**src/rtl/iperm_dat_fifo.sv**
```systemverilog
`timescale 1ns/1ps
`default_nettype none
// +--------------------------------------------------------------------------+
// | iperm_dat_fifo                                                           |
// | Elastic req/ack token FIFO feeding the iperm control join data port.     |
// | Rev 1.0 - initial release                                                |
// +--------------------------------------------------------------------------+
module iperm_dat_fifo #(
   parameter int WIDTH = 32,
   parameter int DEPTH = 4,
   parameter int CNT_W = $clog2(DEPTH) + 1
) (
   input  logic             clk,
   input  logic             reset_n,
   input  logic             t_dat_req,
   output logic             t_dat_ack,
   input  logic [WIDTH-1:0] t_dat_data,
   output logic             i_dat_req,
   input  logic             i_dat_ack,
   output logic [WIDTH-1:0] i_dat_data,
   input  logic             flush,
   output logic [CNT_W-1:0] level
);

   localparam int PTR_W = (DEPTH > 1) ? $clog2(DEPTH) : 1;
   localparam logic [CNT_W-1:0] c_full_lvl = CNT_W'(DEPTH);

   logic [WIDTH-1:0] r_mem [DEPTH];
   logic [PTR_W-1:0] r_wr_ptr;
   logic [PTR_W-1:0] r_rd_ptr;
   logic [CNT_W-1:0] r_level;

   logic             w_full;
   logic             w_empty;
   logic             w_push;
   logic             w_pop;

   assign w_full  = (r_level == c_full_lvl);
   assign w_empty = (r_level == '0);

   // Handshake outputs depend only on registered state (plus flush/reset gating),
   // so nothing on the t_dat side reaches the i_dat side combinationally.
   assign t_dat_ack  = reset_n & ~w_full & ~flush;
   assign i_dat_req  = ~w_empty;
   assign i_dat_data = w_empty ? '0 : r_mem[r_rd_ptr];
   assign level      = r_level;

   assign w_push = t_dat_req & t_dat_ack;
   assign w_pop  = i_dat_req & i_dat_ack & ~flush;

   always_ff @(posedge clk or negedge reset_n) begin
      if (!reset_n) begin
         r_wr_ptr <= '0;
         r_rd_ptr <= '0;
         r_level  <= '0;
      end else if (flush) begin
         r_wr_ptr <= '0;
         r_rd_ptr <= '0;
         r_level  <= '0;
      end else begin
         if (w_push) begin
            r_wr_ptr <= r_wr_ptr + PTR_W'(1);
         end
         if (w_pop) begin
            r_rd_ptr <= r_rd_ptr + PTR_W'(1);
         end
         if (w_push && !w_pop) begin
            r_level <= r_level + CNT_W'(1);
         end else if (w_pop && !w_push) begin
            r_level <= r_level - CNT_W'(1);
         end
      end
   end

   // Storage is deliberately left out of reset.
   always_ff @(posedge clk) begin
      if (w_push) begin
         r_mem[r_wr_ptr] <= t_dat_data;
      end
   end

endmodule
`default_nettype wire

```
**config.mk**
```make
export PLATFORM = sky130hd
export DESIGN_NAME = iperm_dat_fifo
export DESIGN_NICKNAME = d
export VERILOG_FILES = /design/src/rtl/iperm_dat_fifo.sv
export SDC_FILE = /design/constraint.sdc
export NUM_CORES = 1
export LEC_CHECK = 0
export CAP_MARGIN = 30
export CORE_UTILIZATION = 40
export CTS_BUF_LIST = sky130_fd_sc_hd__clkbuf_4
export CTS_CLUSTER_SIZE = 25
export DETAILED_ROUTE_END_ITERATION = 8
export DONT_BUFFER_PORTS = 1
export PLACE_DENSITY = 0.61
export SLEW_MARGIN = 20
export SYNTH_ARGS = -nofsm -noshare
export SYNTH_HDL_FRONTEND = slang
export SYNTH_SLANG_ARGS = --single-unit
```
**constraint.sdc**
```tcl
create_clock -name clk -period 2 [get_ports clk]
set_input_delay 0.5 -clock clk [delete_from_list [all_inputs] [get_ports clk]]
set_output_delay 0.5 -clock clk [all_outputs]
set_load 0.02 [all_outputs]
```
==> metrics.md, run 1 <==
| Metric | Value |
|---|---|
| Maximum fanout along the worst path | 5 |
| Row Count | 41 |
| CP Data Required Time | 1500 ps |
| Gr usage total | 15.3% |
| Setup crit start kind | flip-flop |
| LEAKAGE | 2.21 nW |
| Skew-Pair Late Insertion Delay | 520 ps |
| Global-route wire length before repair | 15100 µm |
| Net Count, Synth | around 300 |
| Max rail drop VDD | 0.709 mV |
| MaxCap Viol Count | 0 |
| Post-DP Area | around 5700 µm² |
| DRT iter0 DRCs | 152 |
| TritonCTS clock tree | done |
| Reg2reg path depth | 9 |
| Leading cell type in the layout, fill and taps excluded | edfxtp_1 |
| Final period utilization | 121% |
| Initial cell density of the core | between 40% and 50% |
| Core area | ~13000 µm² |
| CP Capture Type | output pin |
| Nets | roughly 360 |
| Clock skew | 16.0 ps |
| Htree depth | 4 |
| Vias per cell | 4.99 |
| Endpoints failing hold | 0 |
| Metal3 WL | approximately 540 µm |
| Register Area | between 4000 and 5000 µm² |
| Violations in the final reports | setup timing |
| Final Max Tran Viols | 0 |
| Die area | 13800 µm² |
| Clock transition at path regs | 110 ps |
| # DRC | 0 |
| Worst hold path type | primary input to flip-flop |
| Highest routed layer | met4 |
| Share of the yosys chip area belonging to registers | 75.2% |
| Drt first pass iters | 4 |
| PwrDens | between 1000 and 1500 nW/µm² |
| Vias post-DR | 2531 |
| Final Instance Area | 6590 µm² |
| Cell variety after synth | 28 |
| Met1 WL | 4510 µm |
| Clk root buf | clkbuf_4 |
| Commonest cells after routing, fill and taps aside | edfxtp_1 (128), and2_4 (33), mux4_2 (32) |
| Vias in the first global route | between 2000 and 3000 |
| Ports | 74 |
| Share of cells above drive strength 1 | between 40% and 50% |
| Num CTS Buffers | 17 |
| Synth-to-layout area growth | 23.2% |
| Multi-input gate area | approximately 1300 µm² |
| Final GP Congestion | slightly above 0.7 |
| Largest net degree at the start of global routing | 21 |
| Worst path arrival time | 1930 ps |
| Wirelength per Cell | roughly 20 µm |
| # diodes | 0 |
| Worst Setup Path Type | flip-flop to output pin |
| Synth Instances | about 250 |
| Routed Antenna Nets | 0 |
| Total Wirelength | between 10000 and 15000 µm |
| Sink Count | about 140 |
| Max Freq | 412 MHz |
| Port Buffers | 0 |
| Clock Tree Buf Depth | 2 |
| Hold Crit Depth | 0 |
| RSZ-0062 raised after global routing | yes |
| Synth Register Bits | 135 |
| Final setup fails | 35 |
| Slew headroom | 76.1% |
| Worst-Margin Slew | between 300 and 400 ps |
| Initial antenna violation count | 0 |
| Number of fillers in the final layout | 1052 |
| Die H | 118 µm |
| Mapped Avg Cell Area | 21.0 µm² |
| Post-DP HPWL | 5780 µm |
| Die Width | around 120 µm |
| Outcome | finished, violations left |
| Minimum hold slack | 70.0 ps |
| Global-route congestion overflow total | 0 |
| Minimum clock period | between 2000 and 2500 ps |
| Setup ws final | -428 ps |
| Syn Std Cell Area | 5340 µm² |
| Pre-CTS WS | -12.2 ps |
| Synthesis Warnings | 0 |
| DR WL met2 | roughly 5000 µm |
state kept, by name, summed over array words and instances, names as in the netlist:
register / count
r_rd_ptr: 2
r_wr_ptr: 2
r_mem: 128
level: 3
cells by family after synthesis:
logic type / Yosys count / share of synthesized area [%]
DFF: 135 / 75.2
and+or+nand+nor: 56 / 6.60
muxes: 36 / 14.3
buffers and inverters: 17 / 1.64
adders and majority gates: 5 / 1.31
xor gates and xnor gates: 3 / 0.632
AOI/OAI and AO/OA: 2 / 0.304
worst max-delay path, stage by stage (launching register included):
cell and delay, ps:
dfrtp_2 410, buf_6 130, clkbuf_16 150, mux4_2 500, and2_4 200
through the flow:
stage	total power (W)	TNS (ps)	util (%)	std cells
final	0.00845	-13220	51.3	507
after global routing	0.00885	-16840	51.3	507
after detailed placement	0.00563	-12.2	44.4	434
after global placement	0.00561	0	44.4	434
after CTS	0.00789	-15940	47.6	472
after floorplan	0.00519	-72.5	-	254
cells in the mapped netlist:
| cell type | instances | area (µm²) |
|---|---|---|
| buf_6 | 1 | 11.3 |
| nand2_4 | 1 | 11.3 |
| or3_1 | 1 | 6.26 |
| buf_2 | 4 | 20.0 |
| xor2_1 | 2 | 17.5 |
| nor3_1 | 1 | 5.00 |
| edfxtp_1 | 128 | 3840 |
| mux2_2 | 3 | 33.8 |
| fa_1 | 1 | 20.0 |
| nor3b_4 | 1 | 18.8 |
| nor3_4 | 1 | 16.3 |
| mux2i_1 | 1 | 10.0 |
| inv_1 | 4 | 15.0 |
| and2_1 | 37 | 231 |
| ha_1 | 4 | 50.1 |
| nand3_1 | 2 | 10.0 |
| nor3b_1 | 1 | 7.51 |
| nand2_1 | 1 | 3.75 |
| mux4_2 | 32 | 721 |
| a21o_1 | 1 | 7.51 |
| a2bb2oi_1 | 1 | 8.76 |
| nor2_1 | 8 | 30.0 |
| dfrtp_1 | 7 | 175 |
| nor4_1 | 1 | 6.26 |
| clkbuf_1 | 5 | 18.8 |
| buf_4 | 3 | 22.5 |
| nor2b_1 | 1 | 6.26 |
| xor2_2 | 1 | 16.3 |
layout make-up:
class,count,share of cell area (%)
tap,172,3.27
multi-input combinational,102,20.4
timing repair buffer,62,10.4
clock buffer,20,2.28
inverter,4,0.228
clock inverter,12,2.32
sequential,135,61.1
power breakdown:
group          internal (W)  leakage (nW)  switching, W  total, W
registers           0.00320          1.24     0.0000509   0.00326
logic               0.00168         0.806       0.00164   0.00332
clock network      0.000907         0.157      0.000964   0.00187
routing by layer:
layer | vias up | GRT usage [%]
met5 | - | 0
met4 | 0 | 5.29
met3 | 10 | 6.98
met2 | 63 | 23.4
met1 | 1312 | 19.2
li1 | 1146 | -
timing repair:
| action | CTS | global route |
|---|---|---|
| gates resized for setup | 9 | 68 |
| endpoints found under the setup margin | 35 | 55 |
| hold buffers | 2 | 26 |
| gates cloned | 1 | 4 |
| setup buffers | 3 | 6 |
| hold endpoints to repair | 10 | 94 |
| pin swaps | 3 | 14 |
worst paths after layout:
kind / from / slack, ps / to
max: r_rd_ptr[0]$_DFFE_PN0P_ / -430 / i_dat_data[13]
min: t_dat_data[3] / 70 / r_mem[2][3]$_DFFE_PP_
max reg2reg: level[0]$_DFFE_PN0P_ / -110 / level[2]$_DFFE_PN0P_
min reg2reg: r_wr_ptr[1]$_DFFE_PN0P_ / 630 / r_wr_ptr[1]$_DFFE_PN0P_
max in group asynchronous: reset_n / 1400 / level[1]$_DFFE_PN0P_
min in group asynchronous: reset_n / 310 / level[0]$_DFFE_PN0P_
Power figures use the tool's default switching activity.
==> inputs of run 2 (changes only) <==
- ABC_CLOCK_PERIOD_IN_PS: not set -> 2000
- PLACE_DENSITY: 0.61 -> not set
- SLEW_MARGIN: 20 -> not set
==> metrics.md, run 2 (same netlist as run 1, synthesis figures left out) <==
| Metric | Value |
|---|---|
| LEAKAGE | 2.17 nW (was 2.21 nW) |
| Global-route wire length before repair | 15800 µm (was 15100 µm) |
| Clock transition at path regs | 110 ps (about the same) |
| Drt first pass iters | 4 (unchanged) |
| Setup ws final | -454 ps (was -428 ps) |
| Final Max Tran Viols | 0 (unchanged) |
| Initial antenna violation count | 2 (was 0) |
| Share of cells above drive strength 1 | 34.3% (was 44.8%) |
| Nets | 364 (unchanged) |
| Slowest cell delay on critical path | 550 ps (was 500 ps) |
| Skew-Pair Late Insertion Delay | 530 ps (was 520 ps) |
| Vias in the first global route | 2750 (was 2589) |
| Wirelength per Cell | 20.0 µm (was 20.3 µm) |
| Port Buffers | 0 (unchanged) |
| Max rail drop VDD | 0.579 mV (was 0.709 mV) |
| R2R Path Start | level[0]$_DFFE_PN0P_ (unchanged) |
| Critical path, cell by cell | buf_12 -> mux4_2 -> and2_1 (was buf_6 -> clkbuf_16 -> mux4_2 -> and2_4) |
| Worst hold path type | primary input to flip-flop (unchanged) |
| Leading cell type in the layout, fill and taps excluded | edfxtp_1 (unchanged) |
| Routed Antenna Nets | 0 (unchanged) |
| Htree depth | 4 (unchanged) |
| Global-route congestion overflow total | 0 (unchanged) |
| Final GP Congestion | 0.695 (was 0.725) |
| RR Endpoint | level[2]$_DFFE_PN0P_ (unchanged) |
| Setup crit start kind | flip-flop (unchanged) |
| Clock Tree Buf Depth | 2 (unchanged) |
| Endpoints failing hold | 0 (unchanged) |
| Row Count | 41 (unchanged) |
| Clk root buf | clkbuf_4 (unchanged) |
| Outcome | finished, violations left (unchanged) |
| Die area | 13800 µm² (unchanged) |
| Vias per cell | 5.02 (was 4.99) |
| CP Buf/Inv Count | 1 (was 2) |
| Largest register FFs | 128 (unchanged) |
| Maximum fanout along the worst path | 16 (was 5) |
| Vias post-DR | 2548 (was 2531) |
| Commonest cells after routing, fill and taps aside | edfxtp_1 (128), dlygate4sd3_1 (34), mux4_2 (32) (was edfxtp_1 (128), and2_4 (33), mux4_2 (32)) |
| Slew headroom | 75.9% (was 76.1%) |
| Violations in the final reports | setup timing (unchanged) |
| Initial cell density of the core | 41.7% (unchanged) |
| Worst path arrival time | 1950 ps (was 1930 ps) |
| RSZ-0062 raised after global routing | yes (unchanged) |
| Reg2reg path depth | 9 (unchanged) |
| Slowest cell on the critical path | mux4_2 (unchanged) |
| TritonCTS clock tree | done (unchanged) |
| Min-Delay Endpoint | r_wr_ptr[0]$_DFFE_PN0P_ (was r_mem[2][3]$_DFFE_PP_) |
| Critical path's top delay family | multiplexers (unchanged) |
| Clock skew | 13.8 ps (was 16.0 ps) |
| Synth-to-layout area growth | 23.1% (was 23.2%) |
| Reg with most FFs | r_mem (unchanged) |
| Reg-to-reg slack, setup | -240 ps (was -110 ps) |
| CP Capture Type | output pin (unchanged) |
| Post-DP HPWL | 5510 µm (was 5780 µm) |
| DRT iter0 DRCs | 160 (was 152) |
| MaxCap Viol Count | 0 (unchanged) |
| Final period utilization | 123% (was 121%) |
| Worst-Margin Slew | 361 ps (was 357 ps) |
| Worst Setup Path Type | flip-flop to output pin (unchanged) |
| Core area | 12800 µm² (unchanged) |
| Minimum clock period | 2450 ps (was 2430 ps) |
| Gr usage total | 16.1% (was 15.3%) |
| Max Freq | 408 MHz (was 412 MHz) |
| Final setup fails | 35 (unchanged) |
| PwrDens | 1260 nW/µm² (was 1280 nW/µm²) |
| Ports | 74 (unchanged) |
| Hold Crit Depth | 2 (was 0) |
| Die H | 118 µm (unchanged) |
| Worst hold start | flush (was t_dat_data[3]) |
| # DRC | 0 (unchanged) |
| Minimum hold slack | 177 ps (was 70.0 ps) |
| Total Wirelength | 10200 µm (was 10300 µm) |
| Sink Count | 135 (unchanged) |
| Largest net degree at the start of global routing | 34 (was 21) |
| Die Width | 118 µm (unchanged) |
| CP Data Required Time | 1500 ps (about the same) |
| Num CTS Buffers | 17 (unchanged) |
| Number of fillers in the final layout | 1053 (was 1052) |
| Setup TNS | -13930 ps (was -13220 ps) |
-- run 2: routing by layer --
| layer | vias to the layer above | track usage (%) | routed length (µm) |
|---|---|---|---|
| met3 | 14 | 4.94 | 407 |
| li1 | 1147 | - | - |
| met4 | 0 | 7.21 | 186 |
| met1 | 1325 | 20.1 | 4480 |
| met2 | 62 | 25.8 | 5090 |
| met5 | - | 0 | 0 |
-- run 2: how the worst max path moves through the flow --
| stage | from | to | slack (ps) | depth (start not counted) |
|---|---|---|---|---|
| after detailed placement | level[0]$_DFFE_PN0P_ | level[2]$_DFFE_PN0P_ | -30 | 7 |
| final | r_rd_ptr[0]$_DFFE_PN0P_ | i_dat_data[0] | -450 | 3 |
| after global placement | level[0]$_DFFE_PN0P_ | level[2]$_DFFE_PN0P_ | -5 | 7 |
| after CTS | r_rd_ptr[0]$_DFFE_PN0P_ | i_dat_data[31] | -550 | 3 |
| after floorplan | level[0]$_DFFE_PN0P_ | level[2]$_DFFE_PN0P_ | -70 | 7 |
| after global routing | r_rd_ptr[0]$_DFFE_PN0P_ | i_dat_data[0] | -570 | 3 |
-- run 2: final cells by class --
type                       instances  area [µm²]  area share [%]
clock buffer                      20         150            2.28
sequential                       135        4030            61.2
tap                              172         215            3.27
timing repair buffer              62         707            10.7
clock inverter                    12         176            2.68
multi-input combinational        102        1280            19.5
antenna                            1        2.50          0.0381
inverter                           4        15.0           0.228
-- run 2: where the power goes --
part	leakage, nW	internal, W	total (W)	switching (W)
logic	0.756	0.00139	0.00302	0.00162
registers	1.24	0.00320	0.00326	0.0000569
clock network	0.173	0.00103	0.00199	0.000955
total	2.17	0.00563	0.00827	0.00263
-- run 2: timing repair --
item	4_1_cts	5_1_grt
setup buffers	4	3
resized for setup	10	8
endpoints found under the hold margin	138	0
hold buffers	34	0
setup endpoints to repair	35	36
gates cloned	2	0
pin swaps	5	5
-- run 2: metrics by stage --
stage | power [W] | instances | util, % | setup WS (ps) | cell area (µm²)
after floorplan | 0.00519 | 254 | - | -72.5 | 5360
after global placement | 0.00560 | 433 | 44.6 | -4.52 | 5730
after detailed placement | 0.00562 | 433 | 44.6 | -27.3 | 5730
after CTS | 0.00834 | 505 | 50.9 | -549 | 6530
after global routing | 0.00866 | 508 | 51.3 | -571 | 6580
final | 0.00827 | 508 | 51.3 | -454 | 6580
